===== src/rtl/move_cmd_sequencer_pkg.sv =====
// Shared definitions for the move command sequencer: direction codes, FSM
// state encodings and the fixed-priority press arbiter.
package move_cmd_sequencer_pkg;

  typedef enum logic [2:0] {
    DIR_NONE  = 3'd0,
    DIR_UP    = 3'd1,
    DIR_DOWN  = 3'd2,
    DIR_LEFT  = 3'd3,
    DIR_RIGHT = 3'd4
  } dir_t;

  typedef enum logic [1:0] {
    ST_IDLE  = 2'd0,
    ST_ISSUE = 2'd1,
    ST_WAIT  = 2'd2,
    ST_LOCK  = 2'd3
  } state_t;

  // Press vector bit order: [0]=up [1]=down [2]=left [3]=right.
  function automatic dir_t arb_dir(input logic [3:0] press);
    if (press[0])      return DIR_UP;
    else if (press[1]) return DIR_DOWN;
    else if (press[2]) return DIR_LEFT;
    else if (press[3]) return DIR_RIGHT;
    else               return DIR_NONE;
  endfunction

  function automatic logic multi_press(input logic [3:0] press);
    return (press & (press - 4'd1)) != 4'd0;
  endfunction

endpackage


===== src/rtl/move_cmd_sequencer_if.sv =====
// Command bus between the move sequencer (master) and the board engine (slave).
interface move_cmd_sequencer_if;
  // Handshake: a command transfers on a clock edge where O_move_valid and
  // I_move_ready are both high. Once raised, O_move_valid and O_move_dir stay
  // unchanged until that edge; the sole exception is game-over, which may
  // withdraw the offer. I_move_done is a one-cycle pulse after the move ends.
  logic       O_move_valid;
  logic [2:0] O_move_dir;
  logic       I_move_ready;
  logic       I_move_done;

  modport master (output O_move_valid, output O_move_dir,
                  input  I_move_ready, input  I_move_done);
  modport slave  (input  O_move_valid, input  O_move_dir,
                  output I_move_ready, output I_move_done);
endinterface


===== src/rtl/move_cmd_sequencer_button_debounce.sv =====
// One push button: 2-flop synchroniser, stability counter and rising-edge
// press pulse derived from the debounced level.
module button_debounce #(
  parameter int unsigned DEBOUNCE_CYCLES = 1_000_000
) (
  input  logic I_clk,
  input  logic I_rst,
  input  logic I_raw,
  output logic O_level,
  output logic O_press
);

  localparam int unsigned CW = (DEBOUNCE_CYCLES > 1) ? $clog2(DEBOUNCE_CYCLES) : 1;
  localparam logic [CW-1:0] CNT_LAST = CW'(DEBOUNCE_CYCLES - 1);

  logic          sync1_q, sync2_q;
  logic          stable_q, stable_d, stable_dly_q;
  logic [CW-1:0] cnt_q, cnt_d;

  // The level flips only when the counter already sits at its last value and
  // the synced input still disagrees, so a change needs DEBOUNCE_CYCLES
  // consecutive disagreeing cycles.
  always_comb begin
    stable_d = stable_q;
    cnt_d    = '0;
    if (sync2_q != stable_q) begin
      if (cnt_q == CNT_LAST) stable_d = sync2_q;
      else                   cnt_d    = cnt_q + CW'(1);
    end
  end

  always_ff @(posedge I_clk or posedge I_rst) begin
    if (I_rst) begin
      sync1_q      <= 1'b0;
      sync2_q      <= 1'b0;
      stable_q     <= 1'b0;
      stable_dly_q <= 1'b0;
      cnt_q        <= '0;
    end else begin
      sync1_q      <= I_raw;
      sync2_q      <= sync1_q;
      stable_q     <= stable_d;
      stable_dly_q <= stable_q;
      cnt_q        <= cnt_d;
    end
  end

  assign O_level = stable_q;
  assign O_press = stable_q & ~stable_dly_q;

endmodule


===== src/rtl/move_cmd_sequencer.sv =====
// Turns four raw direction buttons into single move commands: debounce,
// priority arbitration, one-deep pending slot, handshake FSM and move counter.
module move_cmd_sequencer
  import move_cmd_sequencer_pkg::*;
#(
  parameter int unsigned DEBOUNCE_CYCLES = 1_000_000,
  parameter int unsigned CNT_W           = 16
) (
  input  logic                  I_clk,
  input  logic                  I_rst,
  input  logic                  I_up,
  input  logic                  I_down,
  input  logic                  I_left,
  input  logic                  I_right,
  input  logic                  I_gameover,
  input  logic                  I_restart,
  move_cmd_sequencer_if.master  move_bus,
  output logic [CNT_W-1:0]      O_move_count,
  output logic                  O_busy,
  output logic                  O_drop,
  output logic                  O_locked,
  output state_t                O_dbg_state,
  output logic [3:0]            O_dbg_level
);

  logic [3:0] raw, press;
  assign raw = {I_right, I_left, I_down, I_up};

  for (genvar g = 0; g < 4; g++) begin : g_btn
    button_debounce #(.DEBOUNCE_CYCLES(DEBOUNCE_CYCLES)) u_deb (
      .I_clk   (I_clk),
      .I_rst   (I_rst),
      .I_raw   (raw[g]),
      .O_level (O_dbg_level[g]),
      .O_press (press[g])
    );
  end

  state_t           state_q, state_d;
  dir_t             dir_q, dir_d;
  dir_t             pend_dir_q, pend_dir_d;
  logic             pend_full_q, pend_full_d;
  logic             drop_q, drop_d;
  logic [CNT_W-1:0] count_q, count_d;

  dir_t win;
  logic any_press, multi, accept;

  assign win       = arb_dir(press);
  assign any_press = |press;
  assign multi     = multi_press(press);
  assign accept    = (state_q == ST_ISSUE) && move_bus.I_move_ready && !I_gameover;

  always_comb begin
    state_d     = state_q;
    dir_d       = dir_q;
    pend_dir_d  = pend_dir_q;
    pend_full_d = pend_full_q;
    drop_d      = 1'b0;
    count_d     = count_q;

    if (I_restart)   count_d = '0;
    else if (accept) count_d = (count_q == '1) ? count_q : count_q + CNT_W'(1);

    if (I_gameover) begin
      state_d     = ST_LOCK;
      pend_full_d = 1'b0;
    end else begin
      case (state_q)
        ST_IDLE: begin
          if (any_press) begin
            state_d = ST_ISSUE;
            dir_d   = win;
            drop_d  = multi;
          end
        end
        ST_ISSUE, ST_WAIT: begin
          if (state_q == ST_WAIT && move_bus.I_move_done) begin
            // A finished move frees the slot first, so a same-cycle press
            // either issues directly or refills the just-emptied slot.
            if (pend_full_q) begin
              state_d     = ST_ISSUE;
              dir_d       = pend_dir_q;
              pend_full_d = any_press;
              pend_dir_d  = any_press ? win : pend_dir_q;
              drop_d      = multi;
            end else if (any_press) begin
              state_d = ST_ISSUE;
              dir_d   = win;
              drop_d  = multi;
            end else begin
              state_d = ST_IDLE;
            end
          end else begin
            if (state_q == ST_ISSUE && move_bus.I_move_ready) state_d = ST_WAIT;
            if (any_press) begin
              if (!pend_full_q) begin
                pend_full_d = 1'b1;
                pend_dir_d  = win;
                drop_d      = multi;
              end else begin
                drop_d = 1'b1;
              end
            end
          end
        end
        ST_LOCK: begin
          if (I_restart) state_d = ST_IDLE;
        end
        default: state_d = ST_IDLE;
      endcase
    end
  end

  always_ff @(posedge I_clk or posedge I_rst) begin
    if (I_rst) begin
      state_q     <= ST_IDLE;
      dir_q       <= DIR_NONE;
      pend_dir_q  <= DIR_NONE;
      pend_full_q <= 1'b0;
      drop_q      <= 1'b0;
      count_q     <= '0;
    end else begin
      state_q     <= state_d;
      dir_q       <= dir_d;
      pend_dir_q  <= pend_dir_d;
      pend_full_q <= pend_full_d;
      drop_q      <= drop_d;
      count_q     <= count_d;
    end
  end

  assign move_bus.O_move_valid = (state_q == ST_ISSUE);
  assign move_bus.O_move_dir   = (state_q == ST_ISSUE) ? dir_q : DIR_NONE;
  assign O_move_count          = count_q;
  assign O_busy                = (state_q == ST_ISSUE) || (state_q == ST_WAIT);
  assign O_drop                = drop_q;
  assign O_locked              = (state_q == ST_LOCK);
  assign O_dbg_state           = state_q;

endmodule

===== src/flat_wrapper.sv =====
// flat-port wrapper written by rule: the top's interface ports become plain ports
module move_cmd_sequencer_flat import move_cmd_sequencer_pkg::*;
#(
  parameter int unsigned DEBOUNCE_CYCLES = 1_000_000,
  parameter int unsigned CNT_W           = 16
)
  (I_clk, I_rst, I_up, I_down, I_left, I_right, I_gameover, I_restart, O_move_count, O_busy, O_drop, O_locked, O_dbg_state, O_dbg_level, move_bus_O_move_valid, move_bus_O_move_dir, move_bus_I_move_ready, move_bus_I_move_done);
  move_cmd_sequencer_if move_bus_i ();
  input  logic I_clk;
  input  logic I_rst;
  input  logic I_up;
  input  logic I_down;
  input  logic I_left;
  input  logic I_right;
  input  logic I_gameover;
  input  logic I_restart;
  output logic [CNT_W-1:0] O_move_count;
  output logic O_busy;
  output logic O_drop;
  output logic O_locked;
  output state_t O_dbg_state;
  output logic [3:0] O_dbg_level;
  output wire logic [$bits(move_bus_i.O_move_valid)-1:0] move_bus_O_move_valid;
  output wire logic [$bits(move_bus_i.O_move_dir)-1:0] move_bus_O_move_dir;
  input wire logic [$bits(move_bus_i.I_move_ready)-1:0] move_bus_I_move_ready;
  input wire logic [$bits(move_bus_i.I_move_done)-1:0] move_bus_I_move_done;
  assign move_bus_O_move_valid = move_bus_i.O_move_valid;
  assign move_bus_O_move_dir = move_bus_i.O_move_dir;
  assign move_bus_i.I_move_ready = move_bus_I_move_ready;
  assign move_bus_i.I_move_done = move_bus_I_move_done;
  move_cmd_sequencer #(.DEBOUNCE_CYCLES(DEBOUNCE_CYCLES), .CNT_W(CNT_W)) u_core (.I_clk(I_clk), .I_rst(I_rst), .I_up(I_up), .I_down(I_down), .I_left(I_left), .I_right(I_right), .I_gameover(I_gameover), .I_restart(I_restart), .move_bus(move_bus_i), .O_move_count(O_move_count), .O_busy(O_busy), .O_drop(O_drop), .O_locked(O_locked), .O_dbg_state(O_dbg_state), .O_dbg_level(O_dbg_level));
endmodule

===== config.mk =====
export PLATFORM = sky130hd
export DESIGN_NAME = move_cmd_sequencer_flat
export DESIGN_NICKNAME = d
export VERILOG_FILES = /design/src/rtl/move_cmd_sequencer_pkg.sv /design/src/rtl/move_cmd_sequencer_if.sv /design/src/rtl/move_cmd_sequencer_button_debounce.sv /design/src/rtl/move_cmd_sequencer.sv /design/src/flat_wrapper.sv
export SDC_FILE = /design/constraint.sdc
export NUM_CORES = 1
export LEC_CHECK = 0
export ABC_AREA = 1
export BUFFER_PORTS_ARGS = -buffer_cell sky130_fd_sc_hd__clkbuf_2
export CAP_MARGIN = 20
export CORE_UTILIZATION = 45
export DETAILED_ROUTE_END_ITERATION = 8
export GPL_TIMING_DRIVEN = 0
export HOLD_SLACK_MARGIN = 0.08
export PLACE_DENSITY = 0.71
export SYNTH_ARGS = -nofsm -noshare
export SYNTH_HDL_FRONTEND = slang
export SYNTH_SLANG_ARGS = --single-unit

===== constraint.sdc =====
create_clock -name I_clk -period 6.3 [get_ports I_clk]
set_clock_uncertainty 0.2 [all_clocks]
set_input_delay 0.945 -clock I_clk [delete_from_list [all_inputs] [get_ports I_clk]]
set_output_delay 0.945 -clock I_clk [all_outputs]
set_load 0.1 [all_outputs]

Yosys cells after proc, flatten, opt, wreduce, memory -nomap -nowiden
Index checks and enable logic that the tools add are counted.
Storage, ports and cells
  flip-flop bits (word level): 122
  input bits: 10
  word-level logic and storage cells: 130
Cells by class
  $add $sub $neg: 6
  equality and inequality tests: 20
  muxes and demuxes: 45
  bitwise logic cells: 10
  reductions and logical operators: 23
Operator list (number)
  20-bit 2-to-1 mux: 8
  20-bit by 1-bit adder with 20-bit output, second input constant: 4
  20-bit == test, second input constant: 4
  16-bit 2-to-1 mux: 3
  3-bit 2-to-1 mux: 13
  16-bit by 1-bit adder with 16-bit output, second input constant: 1
  16-bit == test, second input constant: 1
  1-bit 2-to-1 mux: 12
  2-bit 2-to-1 mux: 6
  2-bit AND reduction: 6
  2-bit nonzero test: 4
  2-bit != test, second input constant: 3
  2-bit case mux with 3 select lines: 1
  3-bit case mux with 2 select lines: 1
  3-bit AND reduction: 2
  6-bit AND reduction: 1
  1-bit NOT: 5
  1-bit bitwise AND: 4
  4-bit bitwise AND: 1
  2-bit == test, second input constant: 2
  1-bit != test: 4
  2-bit by 1-bit != test with 1-bit output, second input constant: 2
  4-bit by 2-bit != test with 1-bit output, second input constant: 1
  4-bit nonzero test: 1
  12 further kinds: 14

Depth between registers and ports, before layout
  depth after elaboration: 10
  mapped depth: 10
  depth with buffers taken out: 10

By module
A second synthesis with hierarchy kept.
Second synthesis, totals
  cell total of the unflattened synthesis: 905
  area, all modules: 7028.0 um^2
By module, submodules not included
  button_debounce: times used 4, cells an instance 164, area each 1330.0 um^2, sequential area each 600.6 um^2
  move_cmd_sequencer: times used 1, cells an instance 249, area each 1707.9 um^2, sequential area each 650.6 um^2

Least setup slack after synthesis
No wires, ideal clock.
  path kind: reg-to-output
  from: register u_core.state_q[0], in the netlist u_core.O_dbg_state[0]
  to: output port move_bus_O_move_dir[0]
  arrival time: 2691 ps
  required time: 5155 ps
  path slack: 2464 ps
  stages on the path, launching flop included: 4
  buffers on the path: 0
  cell sequence: dfrtp_1 -> ha_1 -> nand2_1 -> inv_1
On the way
  word-level cells in the longest chain between the ends: 2
Ends and longest elaborated chain
  from (decl): line move_cmd_sequencer.sv:39  | state_t state_q, state_d;
  from (signal assigned): line move_cmd_sequencer.sv:124  | state_q <= state_d;
  2-bit by 1-bit == test with 1-bit output
  via move_bus_O_move_valid: line flat_wrapper.sv:23  | output wire logic [$bits(move_bus_i.O_move_valid)-1:0] move_bus_O_move_valid;
  3-bit 2-to-1 mux: line move_cmd_sequencer.sv:134  | assign move_bus.O_move_dir = (state_q == ST_ISSUE) ? dir_q : DIR_NONE;
  to (decl): line flat_wrapper.sv:24  | output wire logic [$bits(move_bus_i.O_move_dir)-1:0] move_bus_O_move_dir;
The timed path passes the listed nets, and every way through them passes these cells.

Worst setup path after layout
  from: register u_core.state_q[0], in the netlist u_core.O_dbg_state[0]
  to: output port O_busy
On the way
  word-level cells in the longest chain between the ends: 2
Ends and longest elaborated chain
  2-bit by 1-bit == test with 1-bit output / 2-bit == test (equally long branches): line move_cmd_sequencer.sv:136  | assign O_busy = (state_q == ST_ISSUE) || (state_q == ST_WAIT);
  1-bit logical OR (*): line move_cmd_sequencer.sv:136
  to (decl): line flat_wrapper.sv:18  | output logic O_busy;
Every way passes the cells marked *; elsewhere a longest branch is shown, timed or not.

==> flow_metrics.py <==
metrics = {
    "run_status": {
        "status": "completed",
    },
    "timing": {
        "hold_violations": 0,
        "maxSlewHeadroom": 0.623,
        "fmax_mhz": 334,
        "fin_crit_sh": 0.475,
        "hold_ws_ns": 0.145,
        "drv_slew": 0,
        "period_needed_ns": 2.99,
        "tightest_slew_ns": 0.561,
        "setup_tns_ns": 0,
        "setup_viol": 0,
        "rsz0062_at_grt": "false",
    },
    "power_and_ir_drop": {
        "vdd_ir_drop_max_mv": 0.280,
        "internal-power_uw": 1490,
        "p_sw_uw": 698,
        "p_leak_uw": 0.00365,
        "seq_power_share": 0.376,
        "power_frac_clock": 0.432,
        "switching_share": 0.318,
        "pwr-share-comb": 0.192,
        "p_per_area_mw_per_mm2": 283,
    },
    "floorplanning": {
        "row_count": 44,
        "coreArea_mm2": 0.0145,
        "die-area_mm2": 0.0154,
        "fp.dieW_um": 124,
        "start_util": 0.461,
        "dieHeight_um": 124,
        "io_pins": 39,
    },
    "finish": {
        "drive_gt1_frac": 0.0920,
        "n_fill_cell": 1409,
        "layout_commonest_cell": "nand2_1",
        "layout_common_cells": "nand2_1, nor2_1, dfrtp_1",
        "final_util": 0.533,
        "syn_to_final_growth_pct": 15.5,
        "antenna_cells": 0,
        "nets": 996,
    },
    "cts": {
        "cts_setup_buffers": 0,
        "ctsResizeCount": 0,
        "clock_path_buffers": 2,
        "clk_latency_ns": 0.42,
        "cts.sinks": 122,
        "hold_buffers": 0,
        "cts_buffers": 17,
        "cts-htree-levels": 4,
        "cts_tree": "done",
        "root_buffer": "clkbuf_16",
        "cts.reportedPaths.clkPinSlew_ns": 0.05,
    },
    "worst_hold_path": {
        "min_from": "u_core.g_btn[0].u_deb.sync1_q$_DFF_PP0_",
        "hold_depth": 0,
        "hold_path.class": "reg -> reg",
        "worst_hold_path.endpoint": "u_core.g_btn[0].u_deb.sync2_q$_DFF_PP0_",
    },
    "global_routing": {
        "grt_pass1_vias": 5478,
        "grt_usage": 0.201,
        "overflow": 0,
        "grt_max_degree": 92,
        "grt_pass1_wl_um": 24300,
        "antenna_found_initial": 0,
    },
    "place": {
        "gp_congestion": 0.901,
        "io_buffers": 38,
        "dp.final_hpwl_um": 9920,
    },
    "setup_path": {
        "path_max_fanout": 8,
        "rr_worst_depth": 8,
        "worstReg2RegEnd": "u_core.g_btn[3].u_deb.cnt_q[13]$_DFF_PP0_",
        "reg2reg_from": "u_core.g_btn[3].u_deb.cnt_q[0]$_DFF_PP0_",
        "worst_setup_path_start_kind": "flop",
        "worstSetupPathType": "reg -> out",
        "crit_arrival_ns": 1.85,
        "required_ns": 5.15,
        "endpoint_kind": "output pin",
        "rrSetupSlack_ns": 4.16,
    },
    "run": {
        "cap_violations": 0,
    },
    "routing": {
        "wl_per_cell_um": 11.9,
        "vias": 5857,
        "routed_via_density": 4.99,
        "drc": 0,
        "first_pass_iters": 5,
        "drt.antenna.violating_nets": 0,
        "routed_wl_um": 13900,
        "drt_iter0_drc": 545,
    },
    "synthesis": {
        "ys.flop_type": "dfrtp_1",
        "synth_cells": 919,
        "yosysSeqAreaShare": 0.455,
        "netlist_area_mm2": 0.00670,
        "ys_types": 29,
        "yosys_warnings": 0,
        "ys_ff_latch": 122,
        "yosys.area.top_type": "dfrtp_1",
        "synth_area_leaders": "dfrtp_1, nand2_1, nor2_1",
        "synth_nets": 938,
        "synthArstFlopShare": 1.00,
        "synth_top_area_frac": 0.455,
        "syn_area_per_cell_um2": 7.29,
        "synth_edf_count": 0,
    },
}
metal layers:
metal  GRT usage  up-vias  wire, µm
met5           0        -         0
met4      0.0647        0       148
met3      0.0531       13       560
met2       0.328      113      6560
met1       0.259     2714      6680
li1            -     3017         -
final cells by class:
type                            instances  area, µm²  share of cell area
Multi-Input combinational cell        675       3170               0.409
Tap cell                              184        230              0.0297
Sequential cell                       122       3050               0.394
Inverter                              115        437              0.0564
Clock buffer                           20        467              0.0603
Timing Repair Buffer                   39        218              0.0281
Buffer                                  7       52.6             0.00679
Clock inverter                         11        121              0.0157
cells in the mapped netlist, types with 3 or more instances:
library cell	instances
nand4_1	31
o21ai_0	20
xor2_1	25
buf_4	5
o211ai_1	4
o21bai_1	6
nor3b_1	4
nor2_4	3
nand3_1	60
nor3_1	27
xnor2_1	14
dfrtp_1	122
nand2_1	246
ha_1	9
nor2_1	192
nor2_2	4
a21oi_1	19
inv_1	112
stage by stage:
step	power [µW]	cell area, µm²	setup WS [ns]	cells
5_1_grt	2290	7740	3.22	1173
2_1_floorplan	1190	6700	1.91	919
6_report	2190	7740	3.31	1173
3_3_place_gp	1250	7120	0.459	1141
3_5_place_dp	1260	7160	3.74	1142
4_1_cts	2210	7740	3.30	1173
worst max-delay path, stage by stage (launching register included):
cell and delay (ns):
dfrtp_1 0.42, inv_1 0.08, ha_1 0.43, clkbuf_2 0.51
how the worst max path moves through the flow:
stage                                       from                             endpoint  slack (ns)
3_3_place_gp                               I_rst  u_core.O_move_count[13]$_DFFE_PP0P_        0.46
3_5_place_dp   u_core.O_dbg_state[1]$_DFFE_PP0P_                               O_busy        3.74
2_1_floorplan                              I_rst    u_core.O_dbg_state[0]$_DFFE_PP0P_        1.91
5_1_grt        u_core.O_dbg_state[1]$_DFFE_PP0P_                               O_busy        3.22
4_1_cts        u_core.O_dbg_state[0]$_DFFE_PP0P_                               O_busy        3.30
6_report       u_core.O_dbg_state[0]$_DFFE_PP0P_                               O_busy        3.31
logic make-up after synthesis:
logic type,count (synthesis),synth area share
flip-flops,122,0.455
buffers and inverters,122,0.0722
AO/OA/AOI/OAI,52,0.0435
XOR/XNOR,39,0.0510
adder cells (fa/ha/maj),9,0.0168
AND/OR/NAND/NOR,575,0.361
power groups by stage:
| stage | logic [µW] | registers, µW | clock network, µW |
|---|---|---|---|
| 3_3_place_gp | 416 | 837 | 0 |
| 5_1_grt | 459 | 828 | 1000 |
| 4_1_cts | 422 | 824 | 967 |
| 6_report | 420 | 824 | 947 |
| 2_1_floorplan | 301 | 888 | 0 |
| 3_5_place_dp | 421 | 838 | 0 |
registers in the layout (all words and copies together) (netlist names):
signal                           cells
u_core.g_btn.u_deb.cnt_q            80
u_core.g_btn.u_deb.sync2_q           4
u_core.dir_q                         3
u_core.g_btn.u_deb.O_level           4
u_core.g_btn.u_deb.stable_dly_q      4
u_core.O_drop                        1
u_core.pend_dir_q                    3
u_core.pend_full_q                   1
u_core.O_move_count                 16
u_core.O_dbg_state                   2
u_core.g_btn.u_deb.sync1_q           4
Power figures use the tool's default switching activity.
